## src/rtl/tx_port_txn_scheduler_pkg.sv

```systemverilog
// Shared state encodings, transaction parameter bundle and counter helper
// for the TX port transaction scheduler.
package tx_sched_pkg;

    localparam int C_TXSCHED_CNT_WIDTH = 32;

    typedef enum logic [4:0] {
        S_TXSCHED_IDLE  = 5'b00001,
        S_TXSCHED_GRANT = 5'b00010,
        S_TXSCHED_REQ   = 5'b00100,
        S_TXSCHED_XFER  = 5'b01000,
        S_TXSCHED_DRAIN = 5'b10000
    } txsched_state_e;

    typedef struct packed {
        logic        last;
        logic [30:0] off;
        logic [31:0] len;
    } txn_params_t;

    // Saturating increment so a stuck transaction never wraps back below the timeout.
    function automatic logic [C_TXSCHED_CNT_WIDTH-1:0] sat_inc(
        input logic [C_TXSCHED_CNT_WIDTH-1:0] v
    );
        return (v == {C_TXSCHED_CNT_WIDTH{1'b1}}) ? v : v + C_TXSCHED_CNT_WIDTH'(1);
    endfunction

endpackage

```

## src/rtl/tx_port_txn_scheduler_rr_arbiter_mask.sv

```systemverilog
// Combinational round-robin pick: the first request after i_last (wrapping)
// wins, so the previous winner is considered last.
module rr_arbiter_mask
    import tx_sched_pkg::*;
#(
    parameter int N = 4,
    parameter int W = 2
) (
    input  logic [N-1:0] i_req,
    input  logic [W-1:0] i_last,
    output logic [N-1:0] o_gnt,
    output logic [W-1:0] o_idx,
    output logic         o_valid
);

    logic w_take;

    // Walk candidates in priority order starting just above the last winner.
    always_comb begin
        o_gnt   = {N{1'b0}};
        o_idx   = {W{1'b0}};
        o_valid = 1'b0;
        w_take  = 1'b0;
        for (int off = 1; off <= N; off++) begin
            for (int j = 0; j < N; j++) begin
                w_take   = !o_valid && i_req[j] && (j == ((int'(i_last) + off) % N));
                o_gnt[j] = o_gnt[j] | w_take;
                o_idx    = w_take ? W'(j) : o_idx;
                o_valid  = o_valid | w_take;
            end
        end
    end

endmodule

```

## src/rtl/tx_port_txn_scheduler.sv

```systemverilog
// Shares one TX engine between C_NUM_CHNL channel transaction monitors:
// round-robin grant, parameter hand-off, completion tracking, error/timeout abort.
module tx_port_txn_scheduler
    import tx_sched_pkg::*;
#(
    parameter int C_NUM_CHNL   = 4,
    parameter int C_CHNL_WIDTH = (C_NUM_CHNL > 1) ? $clog2(C_NUM_CHNL) : 1,
    parameter int C_TIMEOUT    = 1024
) (
    input  logic                      CLK,
    input  logic                      RST_N,
    input  logic [C_NUM_CHNL-1:0]     CHNL_TXN,
    output logic [C_NUM_CHNL-1:0]     CHNL_ACK,
    input  logic [C_NUM_CHNL-1:0]     CHNL_LAST,
    input  logic [32*C_NUM_CHNL-1:0]  CHNL_LEN,
    input  logic [31*C_NUM_CHNL-1:0]  CHNL_OFF,
    input  logic [C_NUM_CHNL-1:0]     CHNL_DONE,
    output logic [C_NUM_CHNL-1:0]     CHNL_ERR,
    output logic                      TX_REQ,
    input  logic                      TX_REQ_ACK,
    output logic [C_CHNL_WIDTH-1:0]   TX_CHNL,
    output logic [31:0]               TX_LEN,
    output logic [30:0]               TX_OFF,
    output logic                      TX_LAST,
    input  logic                      TX_DONE,
    input  logic                      TX_ERR,
    output logic                      BUSY
);

    txsched_state_e                 r_state;
    txsched_state_e                 w_state_nxt;
    logic [C_NUM_CHNL-1:0]          r_ack, r_err, w_ack_nxt, w_err_nxt;
    logic                           r_tx_req, w_req_nxt, r_busy;
    logic [C_CHNL_WIDTH-1:0]        r_chnl, r_last_grant;
    txn_params_t                    r_params, w_win;
    logic [C_TXSCHED_CNT_WIDTH-1:0] r_cnt;
    logic [1:0]                     r_age;
    logic                           w_load, w_cnt_clr, w_lastg_upd, w_timeout;
    logic [C_NUM_CHNL-1:0]          w_gnt_onehot, w_sel_mask;
    logic [C_CHNL_WIDTH-1:0]        w_gnt_idx;
    logic                           w_gnt_valid, w_sel_done, w_done_ok;

    rr_arbiter_mask #(.N(C_NUM_CHNL), .W(C_CHNL_WIDTH)) u_arb (
        .i_req   (CHNL_TXN),
        .i_last  (r_last_grant),
        .o_gnt   (w_gnt_onehot),
        .o_idx   (w_gnt_idx),
        .o_valid (w_gnt_valid)
    );

    // Winner parameter mux and decode of the currently granted channel.
    always_comb begin
        w_win      = {$bits(txn_params_t){1'b0}};
        w_sel_mask = {C_NUM_CHNL{1'b0}};
        w_sel_done = 1'b0;
        for (int j = 0; j < C_NUM_CHNL; j++) begin
            w_win.len     = w_win.len  | (CHNL_LEN[32*j +: 32] & {32{w_gnt_onehot[j]}});
            w_win.off     = w_win.off  | (CHNL_OFF[31*j +: 31] & {31{w_gnt_onehot[j]}});
            w_win.last    = w_win.last | (CHNL_LAST[j] & w_gnt_onehot[j]);
            w_sel_mask[j] = (r_chnl == C_CHNL_WIDTH'(j));
            w_sel_done    = w_sel_done | (CHNL_DONE[j] & w_sel_mask[j]);
        end
    end

    // DONE stays stale-high until the channel reaches its read state, so ignore it
    // until two cycles after the ACK pulse.
    assign w_done_ok = w_sel_done && (r_age == 2'd2);
    assign w_timeout = (C_TIMEOUT != 0) && (sat_inc(r_cnt) == 32'(C_TIMEOUT));

    // Next-state and next-output decode.
    always_comb begin
        w_state_nxt = r_state;
        w_ack_nxt   = {C_NUM_CHNL{1'b0}};
        w_err_nxt   = {C_NUM_CHNL{1'b0}};
        w_req_nxt   = r_tx_req;
        w_load      = 1'b0;
        w_cnt_clr   = 1'b0;
        w_lastg_upd = 1'b0;
        case (r_state)
            S_TXSCHED_IDLE: begin
                if (w_gnt_valid) begin
                    w_ack_nxt   = w_gnt_onehot;
                    w_load      = 1'b1;
                    w_state_nxt = S_TXSCHED_GRANT;
                end else begin
                    w_state_nxt = S_TXSCHED_IDLE;
                end
            end
            S_TXSCHED_GRANT: begin
                w_lastg_upd = 1'b1;
                if (r_params.len == 32'd0) begin
                    w_cnt_clr   = 1'b1;
                    w_state_nxt = S_TXSCHED_DRAIN;
                end else begin
                    w_req_nxt   = 1'b1;
                    w_state_nxt = S_TXSCHED_REQ;
                end
            end
            S_TXSCHED_REQ: begin
                if (TX_ERR) begin
                    w_err_nxt   = w_sel_mask;
                    w_req_nxt   = 1'b0;
                    w_cnt_clr   = 1'b1;
                    w_state_nxt = S_TXSCHED_DRAIN;
                end else if (TX_REQ_ACK) begin
                    w_req_nxt   = 1'b0;
                    w_cnt_clr   = 1'b1;
                    w_state_nxt = S_TXSCHED_XFER;
                end else begin
                    w_state_nxt = S_TXSCHED_REQ;
                end
            end
            S_TXSCHED_XFER: begin
                if (TX_ERR || (!TX_DONE && w_timeout)) begin
                    w_err_nxt   = w_sel_mask;
                    w_cnt_clr   = 1'b1;
                    w_state_nxt = S_TXSCHED_DRAIN;
                end else if (TX_DONE) begin
                    w_cnt_clr   = 1'b1;
                    w_state_nxt = S_TXSCHED_DRAIN;
                end else begin
                    w_state_nxt = S_TXSCHED_XFER;
                end
            end
            S_TXSCHED_DRAIN: begin
                if (w_done_ok) begin
                    w_state_nxt = S_TXSCHED_IDLE;
                end else if (w_timeout) begin
                    w_err_nxt   = w_sel_mask;
                    w_state_nxt = S_TXSCHED_IDLE;
                end else begin
                    w_state_nxt = S_TXSCHED_DRAIN;
                end
            end
            default: begin
                w_req_nxt   = 1'b0;
                w_state_nxt = S_TXSCHED_IDLE;
            end
        endcase
    end

    // State register.
    always_ff @(posedge CLK or negedge RST_N) begin
        if (!RST_N) begin
            r_state <= S_TXSCHED_IDLE;
        end else begin
            r_state <= w_state_nxt;
        end
    end

    // Registered outputs, latched parameters, arbitration history and counters.
    always_ff @(posedge CLK or negedge RST_N) begin
        if (!RST_N) begin
            r_ack        <= {C_NUM_CHNL{1'b0}};
            r_err        <= {C_NUM_CHNL{1'b0}};
            r_tx_req     <= 1'b0;
            r_busy       <= 1'b0;
            r_chnl       <= {C_CHNL_WIDTH{1'b0}};
            r_params     <= {$bits(txn_params_t){1'b0}};
            r_last_grant <= C_CHNL_WIDTH'(C_NUM_CHNL - 1);
            r_cnt        <= {C_TXSCHED_CNT_WIDTH{1'b0}};
            r_age        <= 2'd0;
        end else begin
            r_ack    <= w_ack_nxt;
            r_err    <= w_err_nxt;
            r_tx_req <= w_req_nxt;
            r_busy   <= (w_state_nxt != S_TXSCHED_IDLE);
            if (w_load) begin
                r_chnl   <= w_gnt_idx;
                r_params <= w_win;
                r_age    <= 2'd0;
            end else if (r_age != 2'd2) begin
                r_age <= r_age + 2'd1;
            end
            if (w_lastg_upd) begin
                r_last_grant <= r_chnl;
            end
            if (w_cnt_clr) begin
                r_cnt <= {C_TXSCHED_CNT_WIDTH{1'b0}};
            end else if ((r_state == S_TXSCHED_XFER) || (r_state == S_TXSCHED_DRAIN)) begin
                r_cnt <= sat_inc(r_cnt);
            end
        end
    end

    assign CHNL_ACK = r_ack;
    assign CHNL_ERR = r_err;
    assign TX_REQ   = r_tx_req;
    assign TX_CHNL  = r_chnl;
    assign TX_LEN   = r_params.len;
    assign TX_OFF   = r_params.off;
    assign TX_LAST  = r_params.last;
    assign BUSY     = r_busy;

endmodule

```

## config.mk

```make
export PLATFORM = sky130hd
export DESIGN_NAME = tx_port_txn_scheduler
export DESIGN_NICKNAME = d
export VERILOG_FILES = /design/src/rtl/tx_port_txn_scheduler_pkg.sv /design/src/rtl/tx_port_txn_scheduler_rr_arbiter_mask.sv /design/src/rtl/tx_port_txn_scheduler.sv
export SDC_FILE = /design/constraint.sdc
export NUM_CORES = 1
export LEC_CHECK = 0
export ABC_AREA = 1
export BUFFER_PORTS_ARGS = -buffer_cell sky130_fd_sc_hd__buf_2
export CAP_MARGIN = 30
export CORE_AREA = 2 2 159 161
export DETAILED_ROUTE_END_ITERATION = 10
export DIE_AREA = 0 0 161 163
export GPL_TIMING_DRIVEN = 0
export PLACE_DENSITY = 0.59
export SLEW_MARGIN = 25
export SYNTH_ARGS = -nofsm -noshare
export SYNTH_HDL_FRONTEND = slang
export SYNTH_SLANG_ARGS = --single-unit
```

## constraint.sdc

```tcl
create_clock -name CLK -period 6.95 [get_ports CLK]
set_input_delay 0.3475 -clock CLK [delete_from_list [all_inputs] [get_ports CLK]]
set_output_delay 0.3475 -clock CLK [all_outputs]
set_load 0.005 [all_outputs]
```

==> results of run 1 <==
[per-stage QoR]
stage | area (µm²) | total power, W
after floorplan | 8670 | 0.00301
after global placement | 10800 | 0.00399
after detailed placement | 10800 | 0.00400
after CTS | 11500 | 0.00499
after global routing | 11500 | 0.00541
final | 11500 | 0.00496
[power by group through the flow]
| stage | clock network, W | registers, W | logic, W |
|---|---|---|---|
| after floorplan | 0 | 0.00119 | 0.00183 |
| after global placement | 0 | 0.00123 | 0.00275 |
| after detailed placement | 0 | 0.00123 | 0.00278 |
| after CTS | 0.000976 | 0.00123 | 0.00278 |
| after global routing | 0.00101 | 0.00127 | 0.00314 |
| final | 0.000957 | 0.00123 | 0.00277 |
[registers in the layout (all words and copies together), names as in the netlist]
signal        count
BUSY              1
CHNL_ACK          4
CHNL_ERR          4
TX_CHNL           2
TX_LAST           1
TX_LEN           32
TX_OFF           31
TX_REQ            1
r_age             2
r_cnt            32
r_last_grant      2
r_state           5
[critical path, cell delays in order (launching register included)]
cell and delay, ns:
dfrtp_1 0.45, ha_1 0.18, buf_2 0.19, nand3_1 0.19
inv_1 0.15, nand2_2 0.12, nor2_4 0.17, nand2_4 0.14
nand2_1 0.12, nand2_1 0.05, nor2_1 0.28, nand3b_1 0.12
nor2_1 0.30, nand3_2 0.15, nand3_2 0.11, nand2_2 0.07
nand3_2 0.17, buf_6 0.19, nor2_1 0.05
[final cells by class]
cell class / instances / area, µm²
fill: 2775 / 13200
multi-input combinational: 1130 / 4860
sequential: 117 / 2930
timing repair buffer: 345 / 1760
inverter: 143 / 537
clock buffer: 19 / 443
tap: 330 / 413
buffer: 60 / 337
clock inverter: 13 / 194
antenna: 3 / 7.51
[synth_stat cells, types with 7 or more instances]
cell type	instances
nand3_1	71
xor2_1	7
a21oi_1	82
o21ai_0	31
nor3_1	15
nor4_1	9
buf_4	9
nand4_1	17
nand2_2	9
nor2_1	177
inv_1	139
buf_2	32
dfrtp_1	114
nand2_1	659
nor2_2	15
clkbuf_1	14
[worst max path at each step]
stage                               from               endpoint  slack (ns)  cells after the start
finish              r_cnt[0]$_DFFE_PN0P_   r_cnt[2]$_DFFE_PN0P_        3.62                     18
global route        r_cnt[0]$_DFFE_PN0P_  r_cnt[21]$_DFFE_PN0P_        3.34                     18
CTS                 r_cnt[0]$_DFFE_PN0P_  r_cnt[23]$_DFFE_PN0P_        3.61                     18
detailed placement  r_cnt[0]$_DFFE_PN0P_  r_cnt[26]$_DFFE_PN0P_        3.62                     18
global placement    r_cnt[0]$_DFFE_PN0P_  r_cnt[23]$_DFFE_PN0P_        3.60                     18
floorplan           r_cnt[0]$_DFFE_PN0P_  r_cnt[19]$_DFFE_PN0P_        4.48                     18
[timing repair]
action / CTS / global route
endpoints found under the setup margin: 0 / 0
hold endpoints to repair: 56 / 0
hold buffers: 1 / 0
[routing by layer]
layer | track usage, % | vias to the layer above | routed length, µm
met4 | 8.08 | 2 | 904
li1 | - | 5220 | -
met1 | 30.6 | 4599 | 14300
met2 | 47.2 | 323 | 17700
met5 | 0 | - | 11
met3 | 4.63 | 58 | 1560
[logic make-up after synthesis]
family                   share of synthesized area [%]
XOR/XNOR                                          1.01
AO/OA/AOI/OAI                                     7.26
buffers and inverters                             10.1
adder cells (fa/ha/maj)                          0.289
AND/OR/NAND/NOR                                   47.5
flip-flops                                        33.8
==> out/summary.txt, run 1 <==
outcome: complete, no violations
NetSw: 0.00238 W
post-cts sizing count: 0
initial DRC count: 589
Critical Path RT: 7.25 ns
leading area contributor after synthesis: dfrtp_1
GRT Util Overall: 25.8%
WHS Endpoint: TX_LAST$_DFFE_PN0P_
ys async rst share: 100%
sequential share of the synthesized area: 33.8%
Post-Syn Nets: 1721
Worst Hold Class: in2reg
worst setup path class: reg2reg
Bufs on Longest Clock Path: 2
non-filler cells, final: 2160
routed vias: 10200
number of detailed-route iterations in the first pass: 5
chip width: 161 µm
most frequent cells in the layout: nand2_1 (659), buf_2 (374), nor2_1 (177)
NumNets Final: 2085
worst slew pin tran: 0.873 ns
DR WL/cell: 16.0 µm
Inserted Clock Buffers: 17
Final Cycle Share: 47.9%
Post-Place Cells: 2124
Post-route DRC: 0
Max Slew Vio Count: 0
register share of total power: 24.8%
Core Area: 24700 µm²
initial antenna violation count: 4
Hold WS: 0.205 ns
clock share of power: 19.3%
Combinational Power Share: 55.9%
Post-Syn Area: 8670 µm²
MaxCap Viol Count: 0
Reg clk slew, reported paths: 0.06 ns
Final Util: 46.6%
crit path max fanout: 10
cells taking the most area after synthesis: dfrtp_1 (33%), nand2_1 (29%), nor2_1 (7.7%), inv_1 (6.0%), a21oi_1 (4.7%)
setup ws final: 3.62 ns
Pint: 0.00258 W
Critical R2R Capture: r_cnt[2]$_DFFE_PN0P_
die area: 26200 µm²
Post-Route Setup TNS: 0 ns
Sw Share: 47.9%
DP Worst Slack: 3.62 ns
VDD IR max: 0.211 mV
Antenna Nets Post-Route: 0
ratio of cells with drive above 1 in the final layout: 25.7%
r2r setup slk: 3.62 ns
Post-Syn Area per Cell: 5.98 µm²
EDFF count, synth: 0
Root Driver: clkbuf_16
commonest non-fill, non-tap cell in the layout: nand2_1
number of I/O pins: 345
Min-Delay Startpoint: CHNL_LAST[3]
Ys Warns: 0
pin count of the biggest net entering global routing: 62
P_leak: 6.63 nW
first-pass GRT wire length: 52100 µm
H-tree depth: 4
Via density: 4.72
fmax: 0.300 GHz
I/O Buffers: 343
minimum clock period: 3.33 ns
Die Y: 163 µm
Row Count: 58
Hold Vio Cnt, Final: 0
# setup viols final: 0
Primary FF master, synth: dfrtp_1
RePlAce Congestion: 0.927
Cell Pwr Density: 432 nW/µm²
CTS Sinks: 117
Synth cell types: 36
grt ovf: 0
area grow syn2layout: 32.5%
Starting Density: 35.1%
Worst Hold Depth: 5
clock skew: 0.0203 ns
Max transition margin: 41.3%
CP arrival: 3.63 ns
crit start category: register
CP Capture Type: register
Synth Instances: 1450
via count of the first global-routing pass: 9792
Synth top area share: 32.9%
worst reg-to-reg path cell count: 18
worst skew pair latency: 0.43 ns
Reg-to-Reg Start: r_cnt[0]$_DFFE_PN0P_
HPWL after DPL: 27900 µm
RSZ-0062 raised after global routing: no
drt total wl: 34500 µm
CTS tree: yes
#FFs+latches synth: 117
post-CTS setup buffer count: 0
Note: power is estimated with default switching activity, not from simulation.
==> run 2, diff against run 1 <==
--- a/config.mk
+++ b/config.mk
@@ -12,7 +12,7 @@
 export DETAILED_ROUTE_END_ITERATION = 10
 export DIE_AREA = 0 0 161 163
 export GPL_TIMING_DRIVEN = 0
-export PLACE_DENSITY = 0.59
+export PLACE_DENSITY = 0.62
 export SLEW_MARGIN = 25
 export SYNTH_ARGS = -nofsm -noshare
 export SYNTH_HDL_FRONTEND = slang
==> constraint.sdc (replaced) <==
create_clock -name CLK -period 3.03 [get_ports CLK]
set_input_delay 0.1515 -clock CLK [delete_from_list [all_inputs] [get_ports CLK]]
set_output_delay 0.1515 -clock CLK [all_outputs]
set_load 0.005 [all_outputs]
==> out/summary.txt, run 2 (same netlist as run 1, synthesis figures left out) <==
Via density: 4.70 (was 4.72)
outcome: complete, no violations (unchanged)
most frequent cells in the layout: nand2_1 (659), buf_2 (371), nor2_1 (168) (was nand2_1 (659), buf_2 (374), nor2_1 (177))
Row Count: 58 (unchanged)
Die Y: 163 µm (unchanged)
register share of total power: 25.1% (was 24.8%)
Starting Density: 35.1% (unchanged)
clock share of power: 18.1% (was 19.3%)
H-tree depth: 4 (unchanged)
GRT Util Overall: 26.4% (was 25.8%)
crit path max fanout: 10 (unchanged)
Sw Share: 48.6% (was 47.9%)
CP arrival: 3.11 ns (was 3.63 ns)
Bufs on Longest Clock Path: 2 (unchanged)
Seq. cell area: 2930 µm² (unchanged)
first-pass GRT wire length: 53300 µm (was 52100 µm)
CTS Sinks: 117 (unchanged)
Root Driver: clkbuf_16 (unchanged)
worst skew pair latency: 0.42 ns (was 0.43 ns)
Crit path max-delay family: simple AND/OR/NAND/NOR gates (unchanged)
minimum clock period: 2.81 ns (was 3.33 ns)
Max transition margin: 56.1% (was 41.3%)
M3 GR Usage: 4.35% (was 4.63%)
cell chain of the critical path: ha_1 -> buf_4 -> nand3_4 -> inv_2 -> nand2_2 -> nor2_4 -> nand2_4 -> nand2_1 -> nand2_1 -> nor2_4 -> nand3b_1 -> nor2_4 -> nand3_2 -> nand3_2 -> nand2_2 -> nand3_4 -> buf_8 -> nor2_2 (was ha_1 -> buf_2 -> nand3_1 -> inv_1 -> nand2_2 -> nor2_4 -> nand2_4 -> nand2_1 -> nand2_1 -> nor2_1 -> nand3b_1 -> nor2_1 -> nand3_2 -> nand3_2 -> nand2_2 -> nand3_2 -> buf_6 -> nor2_1)
crit start category: register (unchanged)
Combinational Power Share: 56.8% (was 55.9%)
number of detailed-route iterations in the first pass: 6 (was 5)
Final Util: 47.0% (was 46.6%)
Inserted Clock Buffers: 17 (unchanged)
I/O Buffers: 343 (unchanged)
Reg clk slew, reported paths: 0.07 ns (was 0.06 ns)
die area: 26200 µm² (unchanged)
Total Power: 0.0113 W (was 0.00496 W)
pin count of the biggest net entering global routing: 71 (was 62)
Final Cycle Share: 92.9% (was 47.9%)
Max Slew Vio Count: 0 (unchanged)
via count of the first global-routing pass: 9957 (was 9792)
CP Capture Type: register (unchanged)
ratio of cells with drive above 1 in the final layout: 26.9% (was 25.7%)
HPWL after DPL: 28300 µm (was 27900 µm)
Worst Hold Class: in2reg (unchanged)
met1 Usage GRT: 31.4% (was 30.6%)
commonest non-fill, non-tap cell in the layout: nand2_1 (unchanged)
Cell Pwr Density: 973 nW/µm² (was 432 nW/µm²)
Pint: 0.00580 W (was 0.00258 W)
Critical Path RT: 3.33 ns (was 7.25 ns)
clock skew: 0.0145 ns (was 0.0203 ns)
MaxCap Viol Count: 0 (unchanged)
M2 GR Usage: 48.0% (was 47.2%)
initial DRC count: 590 (was 589)
Post-Route Setup TNS: 0 ns (unchanged)
non-filler cells, final: 2165 (was 2160)
area grow syn2layout: 33.7% (was 32.5%)
RSZ-0062 raised after global routing: yes (was no)
Most common cell on crit path: nor2_4
# setup viols final: 0 (unchanged)
worst slew pin tran: 0.658 ns (was 0.873 ns)
largest stage delay on the critical path: 0.39 ns (was 0.45 ns)
NetSw: 0.00548 W (was 0.00238 W)
NumNets Final: 2090 (was 2085)
routed vias: 10200 (about the same)
Fillers: 2673 (was 2775)
Antenna Nets Post-Route: 0 (unchanged)
number of I/O pins: 345 (unchanged)
Post-route DRC: 0 (unchanged)
Hold Vio Cnt, Final: 0 (unchanged)
fmax: 0.355 GHz (was 0.300 GHz)
initial antenna violation count: 7 (was 4)
DR WL/cell: 16.2 µm (was 16.0 µm)
chip width: 161 µm (unchanged)
CTS tree: yes (unchanged)
CP max stage cell: dfrtp_1 (unchanged)
Top Usage Layer GRT: met2 (unchanged)
RePlAce Congestion: 0.955 (was 0.927)
VDD IR max: 0.463 mV (was 0.211 mV)
Post-Place Cells: 2124 (unchanged)
grt ovf: 0 (unchanged)
P_leak: 6.68 nW (was 6.63 nW)
area of the multi-input gates: 4950 µm² (was 4860 µm²)
worst setup path class: reg2reg (unchanged)
Core Area: 24700 µm² (unchanged)
drt total wl: 35000 µm (was 34500 µm)
Buf+Inv Stages, Crit Path: 3 (unchanged)
run 2: worst paths after layout:
path	from	endpoint	slack, ns	depth (start not counted)
min	CHNL_LEN[109]	TX_LEN[13]$_DFFE_PN0P_	0.02	5
max in group asynchronous	RST_N	r_last_grant[1]$_DFFE_PN1P_	2.08	3
min reg2reg	TX_OFF[21]$_DFFE_PN0P_	TX_OFF[21]$_DFFE_PN0P_	0.48	2
min in group asynchronous	RST_N	r_cnt[14]$_DFFE_PN0P_	0.26	2
max reg2reg	r_cnt[1]$_DFFE_PN0P_	r_cnt[24]$_DFFE_PN0P_	0.22	18
max	r_cnt[1]$_DFFE_PN0P_	r_cnt[24]$_DFFE_PN0P_	0.22	18
run 2: power by group through the flow:
| stage | Clock [W] | Combinational [W] | Sequential [W] |
|---|---|---|---|
| 2_1_floorplan | 0 | 0.00419 | 0.00272 |
| 3_3_place_gp | 0 | 0.00629 | 0.00283 |
| 3_5_place_dp | 0 | 0.00635 | 0.00283 |
| 4_1_cts | 0.00208 | 0.00639 | 0.00283 |
| 5_1_grt | 0.00215 | 0.00728 | 0.00292 |
| 6_report | 0.00204 | 0.00641 | 0.00284 |
run 2: per-stage QoR:
| stage | setup WS [ns] | area, µm² | hold WS (ns) |
|---|---|---|---|
| after floorplan | 0.565 | 8670 | -0.144 |
| after global placement | -0.273 | 10800 | 0.443 |
| after detailed placement | -0.317 | 10800 | 0.155 |
| after CTS | 0.00472 | 11500 | 0.00221 |
| after global routing | -0.0191 | 11600 | 0.0249 |
| final | 0.215 | 11600 | 0.0204 |
run 2: worst reg2reg max path, stage by stage (launching register included):
cell	delay (ns)
dfrtp_1	0.39
ha_1	0.16
buf_4	0.17
nand3_4	0.13
inv_2	0.11
nand2_2	0.12
nor2_4	0.25
nand2_4	0.13
nand2_1	0.11
nand2_1	0.08
nor2_4	0.15
nand3b_1	0.13
nor2_4	0.16
nand3_2	0.11
nand3_2	0.09
nand2_2	0.07
nand3_4	0.12
buf_8	0.18
nor2_2	0.05
run 2: final cells by class:
class	instances	area share, %
multi-input combinational	1131	42.7
antenna	3	0.0648
sequential	117	25.3
tap	330	3.56
clock inverter	14	1.42
timing repair buffer	349	15.5
clock buffer	18	3.70
buffer	60	3.16
inverter	143	4.63
run 2: per-layer routing:
metal  routed length [µm]  part of all wire, %
met2                17800                   51
met4                 1160                  3.3
met3                 1810                  5.2
met5                   46                 0.13
met1                14200                   40
run 2: repair_timing:
item,CTS,global route
cloned,0,1
setup endpoints to repair,36,63
setup buffers,1,2
gates resized for setup,7,30
pin swaps,0,1
hold buffers,1,0
endpoints found under the hold margin,69,0
==> run 3, diff against run 2 <==
--- a/config.mk
+++ b/config.mk
@@ -8,11 +8,11 @@
 export ABC_AREA = 1
 export BUFFER_PORTS_ARGS = -buffer_cell sky130_fd_sc_hd__buf_2
 export CAP_MARGIN = 30
-export CORE_AREA = 2 2 159 161
+export CORE_AREA = 2 2 149 151
 export DETAILED_ROUTE_END_ITERATION = 10
-export DIE_AREA = 0 0 161 163
+export DIE_AREA = 0 0 151 153
 export GPL_TIMING_DRIVEN = 0
-export PLACE_DENSITY = 0.62
+export PLACE_DENSITY = 0.69
 export SLEW_MARGIN = 25
 export SYNTH_ARGS = -nofsm -noshare
 export SYNTH_HDL_FRONTEND = slang
==> out/summary.txt, run 3 (same netlist as run 1, synthesis figures left out) <==
outcome: complete, no violations (unchanged)
worst reg-to-reg path cell count: 18 (unchanged)
minimum clock period: 2.87 ns (was 2.81 ns)
number of detailed-route iterations in the first pass: 5 (was 6)
dpl cell area: 10800 µm² (about the same)
die area: 23100 µm² (was 26200 µm²)
HPWL after DPL: 28700 µm (was 28300 µm)
Hold WS: 0.0230 ns (was 0.0204 ns)
DP Worst Slack: -0.214 ns (was -0.317 ns)
number of I/O pins: 345 (unchanged)
largest stage delay on the critical path: 0.44 ns (was 0.39 ns)
Min-Delay Startpoint: TX_ERR (was CHNL_LEN[109])
commonest non-fill, non-tap cell in the layout: nand2_1 (unchanged)
Root Driver: clkbuf_16 (unchanged)
area grow syn2layout: 32.6% (was 33.7%)
H-tree depth: 4 (unchanged)
Max transition margin: 56.5% (was 56.1%)
pin count of the biggest net entering global routing: 83 (was 71)
CP max stage cell: dfrtp_2 (was dfrtp_1)
initial antenna violation count: 6 (was 7)
WHS Endpoint: r_state[3]$_DFF_PN0_ (was TX_LEN[13]$_DFFE_PN0P_)
MaxCap Viol Count: 0 (unchanged)
Post-Route Setup TNS: 0 ns (unchanged)
Reg-to-Reg Start: r_cnt[0]$_DFFE_PN0P_ (was r_cnt[1]$_DFFE_PN0P_)
Most common cell on crit path: nand3_2 (was nor2_4)
Antenna Nets Post-Route: 0 (unchanged)
CTS Sinks: 117 (unchanged)
Cell Pwr Density: 987 nW/µm² (was 973 nW/µm²)
CP Capture Type: register (unchanged)
Via density: 4.94 (was 4.70)
Die Y: 153 µm (was 163 µm)
GRT Util Overall: 30.6% (was 26.4%)
Crit path max-delay family: simple AND/OR/NAND/NOR gates (unchanged)
Bufs on Longest Clock Path: 2 (unchanged)
drt total wl: 35800 µm (was 35000 µm)
post-route cell area: 11500 µm² (was 11600 µm²)
NumNets Final: 2089 (was 2090)
grt ovf: 0 (unchanged)
cell chain of the critical path: ha_1 -> buf_2 -> nand3_2 -> inv_1 -> nand2_2 -> nor2_4 -> nand2_4 -> buf_8 -> nand3_1 -> nor2_1 -> nand2_1 -> nor2_4 -> nand3_2 -> nand3_2 -> nand2_2 -> nand3_4 -> buf_6 -> nor2_1 (was ha_1 -> buf_4 -> nand3_4 -> inv_2 -> nand2_2 -> nor2_4 -> nand2_4 -> nand2_1 -> nand2_1 -> nor2_4 -> nand3b_1 -> nor2_4 -> nand3_2 -> nand3_2 -> nand2_2 -> nand3_4 -> buf_8 -> nor2_2)
Critical R2R Capture: r_cnt[31]$_DFFE_PN0P_ (was r_cnt[24]$_DFFE_PN0P_)
Worst Hold Depth: 2 (was 5)
Starting Density: 40.3% (was 35.1%)
fmax: 0.348 GHz (was 0.355 GHz)
via count of the first global-routing pass: 9675 (was 9957)
Buf+Inv Stages, Crit Path: 4 (was 3)
RePlAce Congestion: 0.966 (was 0.955)
Fillers: 2264 (was 2673)
r2r setup slk: 0.16 ns (was 0.22 ns)
P_leak: 6.66 nW (was 6.68 nW)
# setup viols final: 0 (unchanged)
Final Cycle Share: 94.7% (was 92.9%)
worst skew pair latency: 0.41 ns (was 0.42 ns)
crit path max fanout: 10 (unchanged)
Hold Vio Cnt, Final: 0 (unchanged)
Core Area: 21500 µm² (was 24700 µm²)
most frequent cells in the layout: nand2_1 (659), buf_2 (369), nor2_1 (168) (was nand2_1 (659), buf_2 (371), nor2_1 (168))
VDD IR max: 0.554 mV (was 0.463 mV)
Critical Path RT: 3.32 ns (was 3.33 ns)
Max Slew Vio Count: 0 (unchanged)
CTS tree: yes (unchanged)
setup ws final: 0.160 ns (was 0.215 ns)
Inserted Clock Buffers: 17 (unchanged)
worst setup path class: reg2reg (unchanged)
CP arrival: 3.16 ns (was 3.11 ns)
crit start category: register (unchanged)
worst slew pin tran: 0.652 ns (was 0.658 ns)
clock skew: 0.0106 ns (was 0.0145 ns)
initial DRC count: 491 (was 590)
DR WL/cell: 16.9 µm (was 16.2 µm)
routed vias: 10400 (was 10200)
Post-route DRC: 0 (unchanged)
chip width: 151 µm (was 161 µm)
I/O Buffers: 343 (unchanged)
Reg clk slew, reported paths: 0.06 ns (was 0.07 ns)
ratio of cells with drive above 1 in the final layout: 26.7% (was 26.9%)
first-pass GRT wire length: 53500 µm (was 53300 µm)
Row Count: 54 (was 58)
Worst Hold Class: in2reg (unchanged)
run 3: cell types whose count changed in the layout (fill, tap and decap cells not counted), moves of 2 or more:
cell,delta
clkinv_2,+3
inv_6,-7
nand3_1,+2
buf_2,-2
nor3_2,+2
clkbuf_4,+5
nor3_1,-2
nand2_2,-2
diode_2,+3
clkbuf_1,+2
run 3: area by class of cell:
| class | count | area, µm² | share of cell area (%) |
|---|---|---|---|
| plain buffers | 60 | 375 | 3.26 |
| multi-input cells | 1130 | 4940 | 43.0 |
| flip-flops and latches | 117 | 2930 | 25.5 |
| clock buffers | 21 | 450 | 3.92 |
| well taps | 280 | 350 | 3.05 |
| clock inverters | 9 | 106 | 0.925 |
| diodes | 6 | 15.0 | 0.131 |
| inverters | 143 | 537 | 4.67 |
| repair buffers | 349 | 1790 | 15.6 |
run 3: worst register-to-register path: stages (launching register included):
cell and delay, ns:
dfrtp_2 0.44, ha_1 0.20, buf_2 0.17, nand3_2 0.13, inv_1 0.09, nand2_2 0.15
nor2_4 0.07, nand2_4 0.15, buf_8 0.17, nand3_1 0.13, nor2_1 0.16, nand2_1 0.11
nor2_4 0.16, nand3_2 0.12, nand3_2 0.09, nand2_2 0.07, nand3_4 0.11, buf_6 0.17
nor2_1 0.06
run 3: timing repair:
item | 4_1_cts | 5_1_grt
setup endpoints to repair | 34 | 43
cloned | 0 | 0
hold buffers | 1 | 0
buffers inserted | 0 | 3
pin swaps | 0 | 1
gates resized for setup | 9 | 29
hold endpoints to repair | 35 | 0
run 3: report_power, final:
| part | switching (W) | internal (W) | leakage, nW |
|---|---|---|---|
| registers | 0.000565 | 0.00226 | 1.50 |
| logic | 0.00422 | 0.00235 | 4.89 |
| clock network | 0.000738 | 0.00122 | 0.265 |
| total | 0.00552 | 0.00582 | 6.66 |
run 3: metrics by stage:
stage / util [%] / total power, W / instances
finish: 53.5 / 0.0113 / 2115
detailed placement: 50.1 / 0.00919 / 2074
global placement: 50.0 / 0.00916 / 2073
floorplan: - / 0.00691 / 1450
CTS: 52.9 / 0.0112 / 2105
global route: 53.5 / 0.0123 / 2115
run 3: per-layer routing:
metal | GRT usage [%] | vias to the layer above | share of wire, %
met2 | 53.2 | 405 | 50
met5 | 0 | - | 0
met3 | 4.48 | 72 | 6.1
li1 | - | 5223 | -
met4 | 11.9 | 0 | 3.7
met1 | 37.9 | 4744 | 40
run 3: how the worst max path moves through the flow:
stage	start	endpoint	slack, ns	cells past startpoint
final	r_cnt[0]$_DFFE_PN0P_	r_cnt[31]$_DFFE_PN0P_	0.16	18
after global routing	r_last_grant[1]$_DFFE_PN1P_	TX_LEN[13]$_DFFE_PN0P_	-0.0009	17
after CTS	r_cnt[0]$_DFFE_PN0P_	r_cnt[31]$_DFFE_PN0P_	0.06	18
after detailed placement	r_cnt[0]$_DFFE_PN0P_	r_cnt[19]$_DFFE_PN0P_	-0.21	18
after global placement	r_cnt[0]$_DFFE_PN0P_	r_cnt[19]$_DFFE_PN0P_	-0.16	18
after floorplan	r_cnt[0]$_DFFE_PN0P_	r_cnt[19]$_DFFE_PN0P_	0.56	18
